===== src/rtl/icache_line_fetcher.sv =====
// Instruction-cache refill engine: fetches one cache line over a narrow word port,
// critical word first with wrap-around, and returns the assembled line as a single pulse.
module icache_line_fetcher #(
    parameter int LINE_WORDS = 8,
    parameter int ADDR_WIDTH = 32
) (
    input  logic                     clk,
    input  logic                     rst,
    input  logic                     rd_req,
    input  logic [ADDR_WIDTH-1:0]    rd_addr,
    output logic                     ret_valid,
    output logic [32*LINE_WORDS-1:0] ret_data,
    output logic                     busy,
    output logic                     mem_req,
    output logic [ADDR_WIDTH-1:0]    mem_addr,
    input  logic                     mem_gnt,
    input  logic                     mem_rvalid,
    input  logic [31:0]              mem_rdata
);

    localparam int OFS = $clog2(LINE_WORDS);

    typedef enum logic [1:0] {IDLE, REQ, WAIT, DONE} state_t;

    state_t                         state, state_next;
    logic [ADDR_WIDTH-OFS-3:0]      line_hi;
    logic [OFS-1:0]                 idx;
    logic [OFS-1:0]                 idx_next;
    logic [OFS:0]                   cnt;
    logic                           last_word;
    logic [LINE_WORDS-1:0][31:0]    line_buf;

    assign idx_next  = idx + 1'b1;
    assign last_word = (cnt == (OFS+1)'(LINE_WORDS - 1));
    assign ret_valid = (state == DONE);
    assign busy      = (state != IDLE);
    assign ret_data  = line_buf;

    always_ff @(posedge clk or posedge rst) begin
        if (rst) state <= IDLE;
        else     state <= state_next;
    end

    always_comb begin
        state_next = state;
        case (state)
            IDLE: if (rd_req) state_next = REQ;
            REQ:  if (mem_gnt) state_next = WAIT;
            WAIT: if (mem_rvalid) state_next = last_word ? DONE : REQ;
            DONE: state_next = IDLE;
            default: state_next = IDLE;
        endcase
    end

    // mem_req/mem_addr are registered so the word port never sees combinational glitches.
    always_ff @(posedge clk or posedge rst) begin
        if (rst) begin
            line_hi  <= '0;
            idx      <= '0;
            cnt      <= '0;
            mem_req  <= 1'b0;
            mem_addr <= '0;
            line_buf <= '0;
        end else begin
            case (state)
                IDLE: begin
                    if (rd_req) begin
                        line_hi  <= rd_addr[ADDR_WIDTH-1:OFS+2];
                        idx      <= rd_addr[OFS+1:2];
                        cnt      <= '0;
                        mem_req  <= 1'b1;
                        mem_addr <= rd_addr & ~ADDR_WIDTH'(3);
                    end
                end
                REQ: begin
                    if (mem_gnt) mem_req <= 1'b0;
                end
                WAIT: begin
                    if (mem_rvalid) begin
                        line_buf[idx] <= mem_rdata;
                        idx           <= idx_next;
                        cnt           <= cnt + 1'b1;
                        if (!last_word) begin
                            mem_req  <= 1'b1;
                            mem_addr <= {line_hi, idx_next, 2'b00};
                        end
                    end
                end
                default: ;
            endcase
        end
    end

endmodule

===== config.mk =====
export PLATFORM = sky130hd
export DESIGN_NAME = icache_line_fetcher
export DESIGN_NICKNAME = d
export VERILOG_FILES = /design/src/rtl/icache_line_fetcher.sv
export SDC_FILE = /design/constraint.sdc
export NUM_CORES = 1
export LEC_CHECK = 0
export BUFFER_PORTS_ARGS = -buffer_cell sky130_fd_sc_hd__buf_4
export CAP_MARGIN = 15
export CORE_MARGIN = 5
export CORE_UTILIZATION = 52
export DETAILED_ROUTE_END_ITERATION = 8
export GPL_TIMING_DRIVEN = 0
export PLACE_DENSITY = 0.89
export SKIP_LAST_GASP = 1
export SYNTH_ARGS = -nofsm -noshare
export SYNTH_HDL_FRONTEND = slang
export SYNTH_SLANG_ARGS = --single-unit

===== constraint.sdc =====
create_clock -name clk -period 12.9 [get_ports clk]
set_input_delay 3.225 -clock clk [delete_from_list [all_inputs] [get_ports clk]]
set_output_delay 3.225 -clock clk [all_outputs]
set_load 0.02 [all_outputs]

# After elaboration in Yosys (flattened, before gate mapping)
# Index checks and enable logic that the tools add are counted.
# totals
regBits	325
input_bits	69
elab_cells	60
# classes
addsub	2
order_cmp	2
eq_ne	8
muxes	23
n_reduce_logical	11
# ops
op	n
$bwmux 256	1
$mux 32	4
$demux 32 s3	1
$pmux 32 s2	1
$mux 2	4
$mux 4	2
$ne 2x2->1 const B	4
$pmux 2 s4	1
$pmux 4 s2	1
$mux 3	2
$pmux 3 s2	1
$reduce_and 3->1	2
$reduce_and 5->1	1
$add 4x1->4 const B	1
$eq 2x2->1 const B	2
$eq 4x3->1 const B	1
$lt 3x4->1 const B	1
$mux 1	4
$reduce_and 2->1	2
$reduce_and 4->1	1
$reduce_bool 2->1	2
$add 3x1->3 const B	1
$ge 3x1->1 const B	1
$pmux 1 s3	1
other kinds (4)	4

# Depth between registers and ports, before layout
# Gate-level depths: netlist of run 1.
# depth
depth_word	5
mapped_depth	6
ltp_nobuf	4

# Worst setup path before layout of run 1
# OpenSTA, ideal clock, no wires.
# synth_path
path_kind	input to register
start	input port mem_rvalid
end	register line_buf (netlist bit ret_data[160])
arrival_ns	4.231
slack_ns	8.544
cell_stages	4
path_cell_list	nand4b_4 -> nor3b_2 -> buf_6 -> mux2_2
# synth_between
elab_chain_len	1
# synth_rtl
element	line	rtl
start, declared	17	input logic mem_rvalid,
$reduce_and 2->1 (no line)	n/a	
end signal, assigned by index	80	line_buf[idx] <= mem_rdata;
end, declared	31	logic [LINE_WORDS-1:0][31:0] line_buf;
# No other way between the ends.
# A chain may end at the register's enable or synchronous reset.

# Final worst setup path of run 1
# layout_path
start	register state[0]
end	output port ret_valid
# layout_between
elab_chain_len	1
# layout_rtl
element	line	rtl
start, declared	25	state_t state, state_next;
start signal, assigned	41	else state <= state_next;
$eq 2x2->1	35	assign ret_valid = (state == DONE);
end, declared	11	output logic ret_valid,
# No other way between the ends.

==> out/summary.log, run 1 <==
qor: outcome.status complete, no violations
qor: sta.setup_violations 0
qor: sta.max_slew_margin 52.3%
qor: sta.tightestPinTransition 0.715 ns
qor: detailed_routing.drc 0
qor: worst_setup_path.largest_fanout_of_any_net_on_the_critical_path 10
qor: synthesis.netlist.top_cell.by_area dfrtp_1
qor: sta.grt_setup_unrepaired false
qor: cts.number_of_buffers_added_for_setup_after_cts 0
qor: sta.final_clock_skew 0.00609 ns
qor: worst_setup_path.worstSetupEndpointType primary output
qor: synthesis.synth-seq-cells 323
qor: global_routing.number_of_global_route_vias_before_repair 8715
qor: hold_path.min-delay-path-class reg -> reg
qor: synthesis.synth_top_cell_area_share 62.3%
qor: detailed_routing.drt-pass1-iter-count 4
qor: sta.timing.setup.tns 0 ns
qor: worst_setup_path.critical_path_depth 4
qor: synthesis.synth_top_cells_by_count dfrtp_1, mux2_2, mux2_4
qor: worst_setup_path.timing.critical_path.slowest_stage_cell clkbuf_1
qor: worst_setup_path.crit_chain buf_2 > clkbuf_1 > and2_1 > buf_4
qor: floorplanning.die_height 168 µm
qor: worst_setup_path.worst_path_dominant_cell_family buffers and inverters
qor: cells_and_area.utilization 70.5%
qor: detailed_routing.wl_per_cell 22.2 µm
qor: detailed_routing.ant_nets 0
qor: cells_and_area.area_growth 32.8%
qor: synthesis.synth.area.top_cells dfrtp_1, mux2_2, mux2_4, buf_6, mux2_1
qor: synthesis.synthCells 766
qor: worst_setup_path.worst_r2r_startpoint idx[1]$_DFFE_PP0P_
qor: worst_setup_path.worstPathArrival 1.70 ns
qor: worst_setup_path.critPathCapture ret_valid
qor: floorplanning.fp-row-count 57
qor: detailed_routing.wl 33400 µm
qor: worst_setup_path.crit_path_start_kind flop
qor: worst_setup_path.cp_slowest_stage_delay 0.36 ns
qor: cts.clock_path_buffers 3
qor: power_and_ir_drop.vdd_drop_max 0.176 mV
qor: synthesis.synth.yosys.warnings 0
qor: synthesis.synth_ff_type dfrtp_1
qor: worst_setup_path.critical_path_required 9.68 ns
qor: placement.dp.final_hpwl 23200 µm
qor: floorplanning.die_width 168 µm
qor: placement.gp_routability_congestion 0.800
qor: power_and_ir_drop.p_per_area 246 mW/mm²
qor: detailed_routing.via_count 7954
qor: floorplanning.start_util 53.1%
qor: synthesis.synthArstFlopShare 100%
qor: global_routing.global_route.usage.total 23.3%
qor: cts.total_number_of_h_tree_levels 2
qor: synthesis.mappedNetlistArea 0.0130 mm²
qor: cts.cts_hold_repair.buffers 0
qor: detailed_routing.vias_per_cell 5.28
qor: cts.cts.sink_count 323
qor: cells_and_area.design.final.nets 1232
qor: global_routing.antenna_found_initial 0
qor: cells_and_area.layout-drive-gt1-share 66.5%
qor: cells_and_area.design_area 0.0172 mm²
qor: synthesis.synth_enable_flop_cells 0
qor: global_routing.gr-total-overflow 0
qor: worst_setup_path.critical_path.n_buffers_inverters 3
qor: cts.post_cts.resized_instances 0
qor: floorplanning.io_pins 360
qor: worst_setup_path.critPathKind reg -> out
qor: floorplanning.design.die.area 0.0282 mm²
qor: power_and_ir_drop.power.static_leakage 8.91 nW
qor: placement.postPlaceCellArea 0.0161 mm²
qor: cts.path_clk_slew 0.06 ns
qor: synthesis.synth-seq-area-share 62.3%
qor: detailed_routing.drt_iter0_markers 405
qor: synthesis.post_synth_num_cell_types 41
qor: cts.clock_insertion_delay_worst_skew 0.49 ns
qor: sta.post-route-min-period 4.93 ns
qor: floorplanning.core_outline_area 0.0245 mm²
qor: cts.tritoncts built
qor: worst_setup_path.reg2reg_setup_slack 10.76 ns
qor: cts.cts_root_buffer clkbuf_16
qor: sta.report.final.slew_viol_count 0
qor: job.drv_cap 0
qor: sta.max_freq 0.203 GHz
qor: worst_setup_path.critical_path_source state[0]$_DFFE_PP0P_
qor: sta.finalCritPeriodShare 38.2%
qor: worst_setup_path.r2r_cells 6
qor: cts.cts_made_buffers 35
qor: sta.finalHoldViolCount 0
qor: placement.port-buffer-count 355
qor: global_routing.first_pass_grt_wire_length 52100 µm
qor: worst_setup_path.reg2reg_to ret_data[39]$_DFFE_PP0P_
qor: cells_and_area.fillers 1632
qor: global_routing.grt_max_degree 118
qor: synthesis.post_synth.cell_area_avg 16.9 µm²
qor: cells_and_area.insertedDiodeCount 0
qor: synthesis.yosys.cell_count.top_type dfrtp_1
==> routing by layer <==
layer  GRT usage (%)  routed length [µm]  part of all wire, %
met4            8.43                1290                  3.9
met2            39.0               16400                   49
met3            6.03                2400                  7.2
met5               0                   0                    0
met1            29.4               13300                   40
==> worst reg2reg max path, cell delays in order, from the launching register on <==
cell	delay, ns
dfrtp_1	0.35
clkbuf_1	0.34
nor2_1	0.14
nand2b_1	0.09
clkbuf_1	0.32
buf_2	0.40
mux2_2	0.39
==> layout make-up <==
cell class / count / area, µm² / area share [%]
Sequential cell: 323 / 8080 / 46.9
Multi-Input combinational cell: 396 / 4530 / 26.3
Timing Repair Buffer: 357 / 2720 / 15.8
Clock buffer: 54 / 1090 / 6.32
Tap cell: 324 / 405 / 2.35
Buffer: 42 / 353 / 2.05
Inverter: 6 / 30.0 / 0.174
Clock inverter: 4 / 26.3 / 0.152
==> placed cells by master (no fill, tap or decap), drive strengths merged <==
cell,netlist,routed
a211oi,2,2
a21oi,3,3
a2bb2oi,1,1
a31oi,1,1
and2,1,1
and4b,1,1
and4bb,1,1
buf,38,395
clkbuf,4,58
clkinv,0,3
clkinvlp,0,1
conb,1,2
dfrtp,323,323
ha,2,2
inv,6,6
mux2,343,343
mux2i,3,3
nand2,4,4
nand2b,3,3
nand3,1,1
nand3b,4,4
nand4b,2,2
nor2,5,5
nor2b,1,1
nor3,2,2
nor3b,2,2
o21a,1,1
o21ai,4,4
o22ai,1,1
o31ai,1,1
o32a,1,1
or2,1,1
or3,1,1
xor2,2,2
==> metrics by stage <==
step / setup WS [ns] / total power, mW / cells / hold slack, ns
2_1_floorplan: 0.734 / 2.55 / 767 / 0.469
3_3_place_gp: -2.46 / 3.23 / 1446 / 0.469
3_5_place_dp: 8.03 / 3.30 / 1448 / 0.481
4_1_cts: 7.95 / 4.28 / 1506 / 0.494
5_1_grt: 7.85 / 4.44 / 1506 / 0.511
6_report: 7.97 / 4.24 / 1506 / 0.493
==> logic make-up (layout without fill, tap and decap cells) <==
group           count (synthesis)  after routing  share of synthesized area, %
compound gates                 15             15                         0.742
xor+xnor                        2              2                         0.135
fa+ha+maj                       2              2                         0.193
buf+inv                        48            463                          2.89
flops                         323            323                          62.3
mux                           346            346                          31.7
other cells                     1              2                        0.0289
simple gates                   29             29                          2.00
==> worst min path at each step <==
| stage | from | endpoint | slack [ns] | depth (start not counted) |
|---|---|---|---|---|
| 3_5_place_dp | ret_data[190]$_DFFE_PP0P_ | ret_data[190]$_DFFE_PP0P_ | 0.48 | 1 |
| 6_report | mem_addr[2]$_DFFE_PP0P_ | mem_addr[2]$_DFFE_PP0P_ | 0.49 | 1 |
| 5_1_grt | ret_data[182]$_DFFE_PP0P_ | ret_data[182]$_DFFE_PP0P_ | 0.51 | 1 |
| 3_3_place_gp | ret_data[182]$_DFFE_PP0P_ | ret_data[182]$_DFFE_PP0P_ | 0.47 | 1 |
| 4_1_cts | ret_data[190]$_DFFE_PP0P_ | ret_data[190]$_DFFE_PP0P_ | 0.49 | 1 |
| 2_1_floorplan | cnt[0]$_DFFE_PP0P_ | cnt[0]$_DFFE_PP0P_ | 0.47 | 1 |
==> state kept, by name (all words and copies together), names as in the netlist <==
name / flops
idx: 3
mem_addr: 30
ret_data: 256
mem_req: 1
state: 2
cnt: 4
line_hi: 27
==> power breakdown <==
| part | total (mW) | internal, mW | leakage (nW) | switching (mW) |
|---|---|---|---|---|
| registers | 1.60 | 1.39 | 4.20 | 0.216 |
| clock network | 0.960 | 0.578 | 0.548 | 0.382 |
| logic | 1.67 | 0.831 | 4.16 | 0.840 |
No activity file was read; power rests on OpenSTA's default activity.
==> run 2, diff against run 1 <==
--- a/config.mk
+++ b/config.mk
@@ -8,10 +8,10 @@
 export BUFFER_PORTS_ARGS = -buffer_cell sky130_fd_sc_hd__buf_4
 export CAP_MARGIN = 15
 export CORE_MARGIN = 5
-export CORE_UTILIZATION = 52
+export CORE_UTILIZATION = 47
 export DETAILED_ROUTE_END_ITERATION = 8
 export GPL_TIMING_DRIVEN = 0
-export PLACE_DENSITY = 0.89
+export PLACE_DENSITY = 0.86
 export SKIP_LAST_GASP = 1
 export SYNTH_ARGS = -nofsm -noshare
 export SYNTH_HDL_FRONTEND = slang
==> constraint.sdc (replaced) <==
create_clock -name clk -period 4.5 [get_ports clk]
set_input_delay 1.125 -clock clk [delete_from_list [all_inputs] [get_ports clk]]
set_output_delay 1.125 -clock clk [all_outputs]
set_load 0.02 [all_outputs]
==> run 2 against run 1 <==
Against the previous run: via count grew 0.75%; die area increased by 10%; final area is 0.92% higher; sequential power rose to 2.9 times the previous value; power grew to 2.9 times the previous value; critical path depth is the same.
==> out/summary.log, run 2 (synthesis gave the netlist of run 1 again) <==
qor: outcome.status complete, no violations
qor: global_routing.global_route.usage.total 21.6% [-1.7 points]
qor: sta.report.final.slew_viol_count 0 [unchanged]
qor: worst_setup_path.worstPathArrival 1.69 ns [about the same]
qor: power_and_ir_drop.power.static_leakage 8.95 nW [+0.50%]
qor: worst_setup_path.worst_r2r_startpoint idx[1]$_DFFE_PP0P_
qor: detailed_routing.ant_nets 0 [unchanged]
qor: cells_and_area.most-common-layout-cells buf_4, dfrtp_1, mux2_2
qor: cts.post_cts.resized_instances 0 [unchanged]
qor: cts.path_clk_slew 0.06 ns [about the same]
qor: cells_and_area.most_common_library_cell_in_the_layout_ignoring_fill_and_taps buf_4
qor: power_and_ir_drop.p_sw 4.14 mW [+190%]
qor: sta.grt_setup_unrepaired false
qor: floorplanning.start_util 47.9% [-5.2 points]
qor: placement.dp.final_hpwl 24400 µm [+5.5%]
qor: worst_setup_path.largest_fanout_of_any_net_on_the_critical_path 10 [unchanged]
qor: placement.port-buffer-count 355 [unchanged]
qor: detailed_routing.vias_per_cell 5.13 [-2.9%]
qor: power_and_ir_drop.total_power 12.1 mW [+190%]
qor: placement.gp_routability_congestion 0.780 [-2.4%]
qor: hold_path.min-delay-path-class reg -> reg
qor: cells_and_area.fillers 1951 [+20%]
qor: global_routing.grt_most_used_layer met2
qor: sta.final_clock_skew 0.00948 ns [+0.00339 ns]
qor: detailed_routing.drt_iter0_markers 391 [-3.5%]
qor: cells_and_area.design.final.nets 1237 [+0.41%]
qor: power_and_ir_drop.vdd_drop_max 0.482 mV [+170%]
qor: global_routing.groute.layer.met1.usage 27.1% [-2.3 points]
qor: power_and_ir_drop.p_int 8.00 mW [+190%]
qor: sta.finalCritPeriodShare 62.6%
qor: global_routing.grt_max_degree 44 [-63%]
qor: detailed_routing.via_count 8014 [+0.75%]
qor: detailed_routing.drt-pass1-iter-count 4 [unchanged]
qor: global_routing.first_pass_grt_wire_length 52800 µm [+1.3%]
qor: floorplanning.die_height 176 µm [+4.9%]
qor: worst_setup_path.crit_chain buf_2 > clkbuf_1 > and2_1 > buf_4
qor: job.drv_cap 0 [unchanged]
qor: global_routing.gr-usage-met3 6.04% [+0.013 points]
qor: cts.cts_made_buffers 34 [-2.9%]
qor: cts.cts_hold_repair.buffers 0 [unchanged]
qor: sta.max_slew_margin 43.7% [-8.6 points]
qor: floorplanning.io_pins 360 [unchanged]
qor: floorplanning.core_outline_area 0.0271 mm² [+11%]
qor: cts.clock_path_buffers 3 [unchanged]
qor: worst_setup_path.critPathKind reg -> out
qor: sta.post-route-worst-setup-slack 1.68 ns [-6.29 ns]
qor: worst_setup_path.crit_path_start_kind flop
qor: power_and_ir_drop.share_seq_of_total_power 37.9% [about the same]
qor: floorplanning.die_width 176 µm [+4.9%]
qor: cells_and_area.layout-drive-gt1-share 66.5% [about the same]
qor: floorplanning.design.die.area 0.0310 mm² [+10%]
qor: global_routing.number_of_global_route_vias_before_repair 8862 [+1.7%]
qor: sta.tightestPinTransition 0.840 ns [+0.125 ns]
qor: sta.finalHoldViolCount 0 [unchanged]
qor: cells_and_area.area_growth 34.0%
qor: global_routing.gr-total-overflow 0 [unchanged]
qor: worst_setup_path.critical_path.n_buffers_inverters 3 [unchanged]
qor: cts.clock_insertion_delay_worst_skew 0.50 ns [about the same]
qor: power_and_ir_drop.clock_group_share_of_total_power 22.4% [-0.3 points]
qor: cells_and_area.insertedDiodeCount 0 [unchanged]
qor: worst_setup_path.worst_path_dominant_cell_family buffers and inverters
qor: power_and_ir_drop.p_per_area 698 mW/mm² [+180%]
qor: worst_setup_path.critical_path_required 3.38 ns [-6.30 ns]
qor: detailed_routing.wl_per_cell 21.7 µm [-2.2%]
qor: floorplanning.fp-row-count 60 [+5.3%]
qor: global_routing.global_route.usage.met2 36.8% [-2.2 points]
qor: sta.post-route-min-period 2.82 ns
qor: global_routing.antenna_found_initial 0 [unchanged]
qor: sta.max_freq 0.355 GHz
qor: cells_and_area.number_of_flip_flops_under_the_largest_register_name 256 [unchanged]
qor: cts.cts.sink_count 323 [unchanged]
qor: power_and_ir_drop.comb_power_share 39.7% [+0.2 points]
qor: worst_setup_path.timing.critical_path.slowest_stage_cell clkbuf_1
qor: worst_setup_path.worstSetupEndpointType primary output
qor: cts.tritoncts built
qor: sta.setup_violations 0 [unchanged]
qor: cts.total_number_of_h_tree_levels 2 [unchanged]
qor: hold_path.holdCritStartpoint ret_data[215]$_DFFE_PP0P_
qor: worst_setup_path.critical_path_source state[0]$_DFFE_PP0P_
qor: worst_setup_path.cp_slowest_stage_delay 0.35 ns [about the same]
qor: cts.cts_root_buffer clkbuf_16
qor: power_and_ir_drop.power_switching_share 34.1% [+0.12 points]
qor: detailed_routing.wl 33900 µm [+1.5%]
qor: cts.number_of_buffers_added_for_setup_after_cts 0 [unchanged]
qor: detailed_routing.drc 0 [unchanged]
qor: placement.place_worst_setup_slack 1.52 ns [-6.51 ns]
[run 2: cell types whose count changed in the layout (fill, tap and decap cells not counted)]
cell,delta
clkbuf_1,+3
inv_8,-1
buf_16,-1
clkbuf_8,-2
clkinv_2,+1
buf_12,+7
clkinv_4,+1
[run 2: cell type report]
cell class	instances	area [µm²]	share of cell area, %
plain buffers	42	353	2.03
clock buffers	55	1070	6.17
clock inverters	5	32.5	0.187
inverters	6	26.3	0.151
multi-input cells	396	4530	26.0
flip-flops and latches	323	8080	46.5
well taps	372	465	2.68
repair buffers	363	2830	16.3
[run 2: worst register-to-register path, cell delays in order, from the launching register on]
cell and delay (ns):
dfrtp_1 0.34, clkbuf_1 0.34, nand2_1 0.17, nor2_1 0.63, buf_4 0.36, mux2_2 0.37
[run 2: through the flow]
| step | hold WS, ns | util [%] | cell area, µm² | cells | TNS, ns |
|---|---|---|---|---|---|
| 2_1_floorplan | 0.469 | - | 13000 | 767 | -301.60 |
| 3_3_place_gp | 0.469 | 59.5 | 16100 | 1494 | -834.42 |
| 3_5_place_dp | 0.476 | 60.1 | 16300 | 1502 | 0 |
| 4_1_cts | 0.490 | 64.2 | 17400 | 1562 | 0 |
| 5_1_grt | 0.509 | 64.2 | 17400 | 1562 | 0 |
| 6_report | 0.488 | 64.2 | 17400 | 1562 | 0 |
[run 2: power groups by stage]
stage          sequential, mW  clock (mW)  combinational [mW]
4_1_cts                  4.61        2.78                4.87
3_5_place_dp             4.63           0                4.85
2_1_floorplan            5.65           0                1.66
5_1_grt                  4.74        2.91                5.09
6_report                 4.60        2.72                4.82
3_3_place_gp             4.57           0                4.71
[run 2: routing by layer]
layer	wire, µm	share of wire [%]
met5	0	0
met4	910	2.7
met2	16900	50
met3	2360	6.9
met1	13800	41
[run 2: worst paths after layout]
kind / end / slack (ns) / cells past startpoint
worst max-delay path: ret_valid / 1.68 / 4
max in group asynchronous: ret_data[123]$_DFFE_PP0P_ / 2.64 / 5
worst min register to register: ret_data[215]$_DFFE_PP0P_ / 0.49 / 1
worst max register to register: ret_data[232]$_DFFE_PP0P_ / 2.17 / 5
worst min-delay path: ret_data[215]$_DFFE_PP0P_ / 0.49 / 1
min in group asynchronous: ret_data[210]$_DFFE_PP0P_ / 0.70 / 2
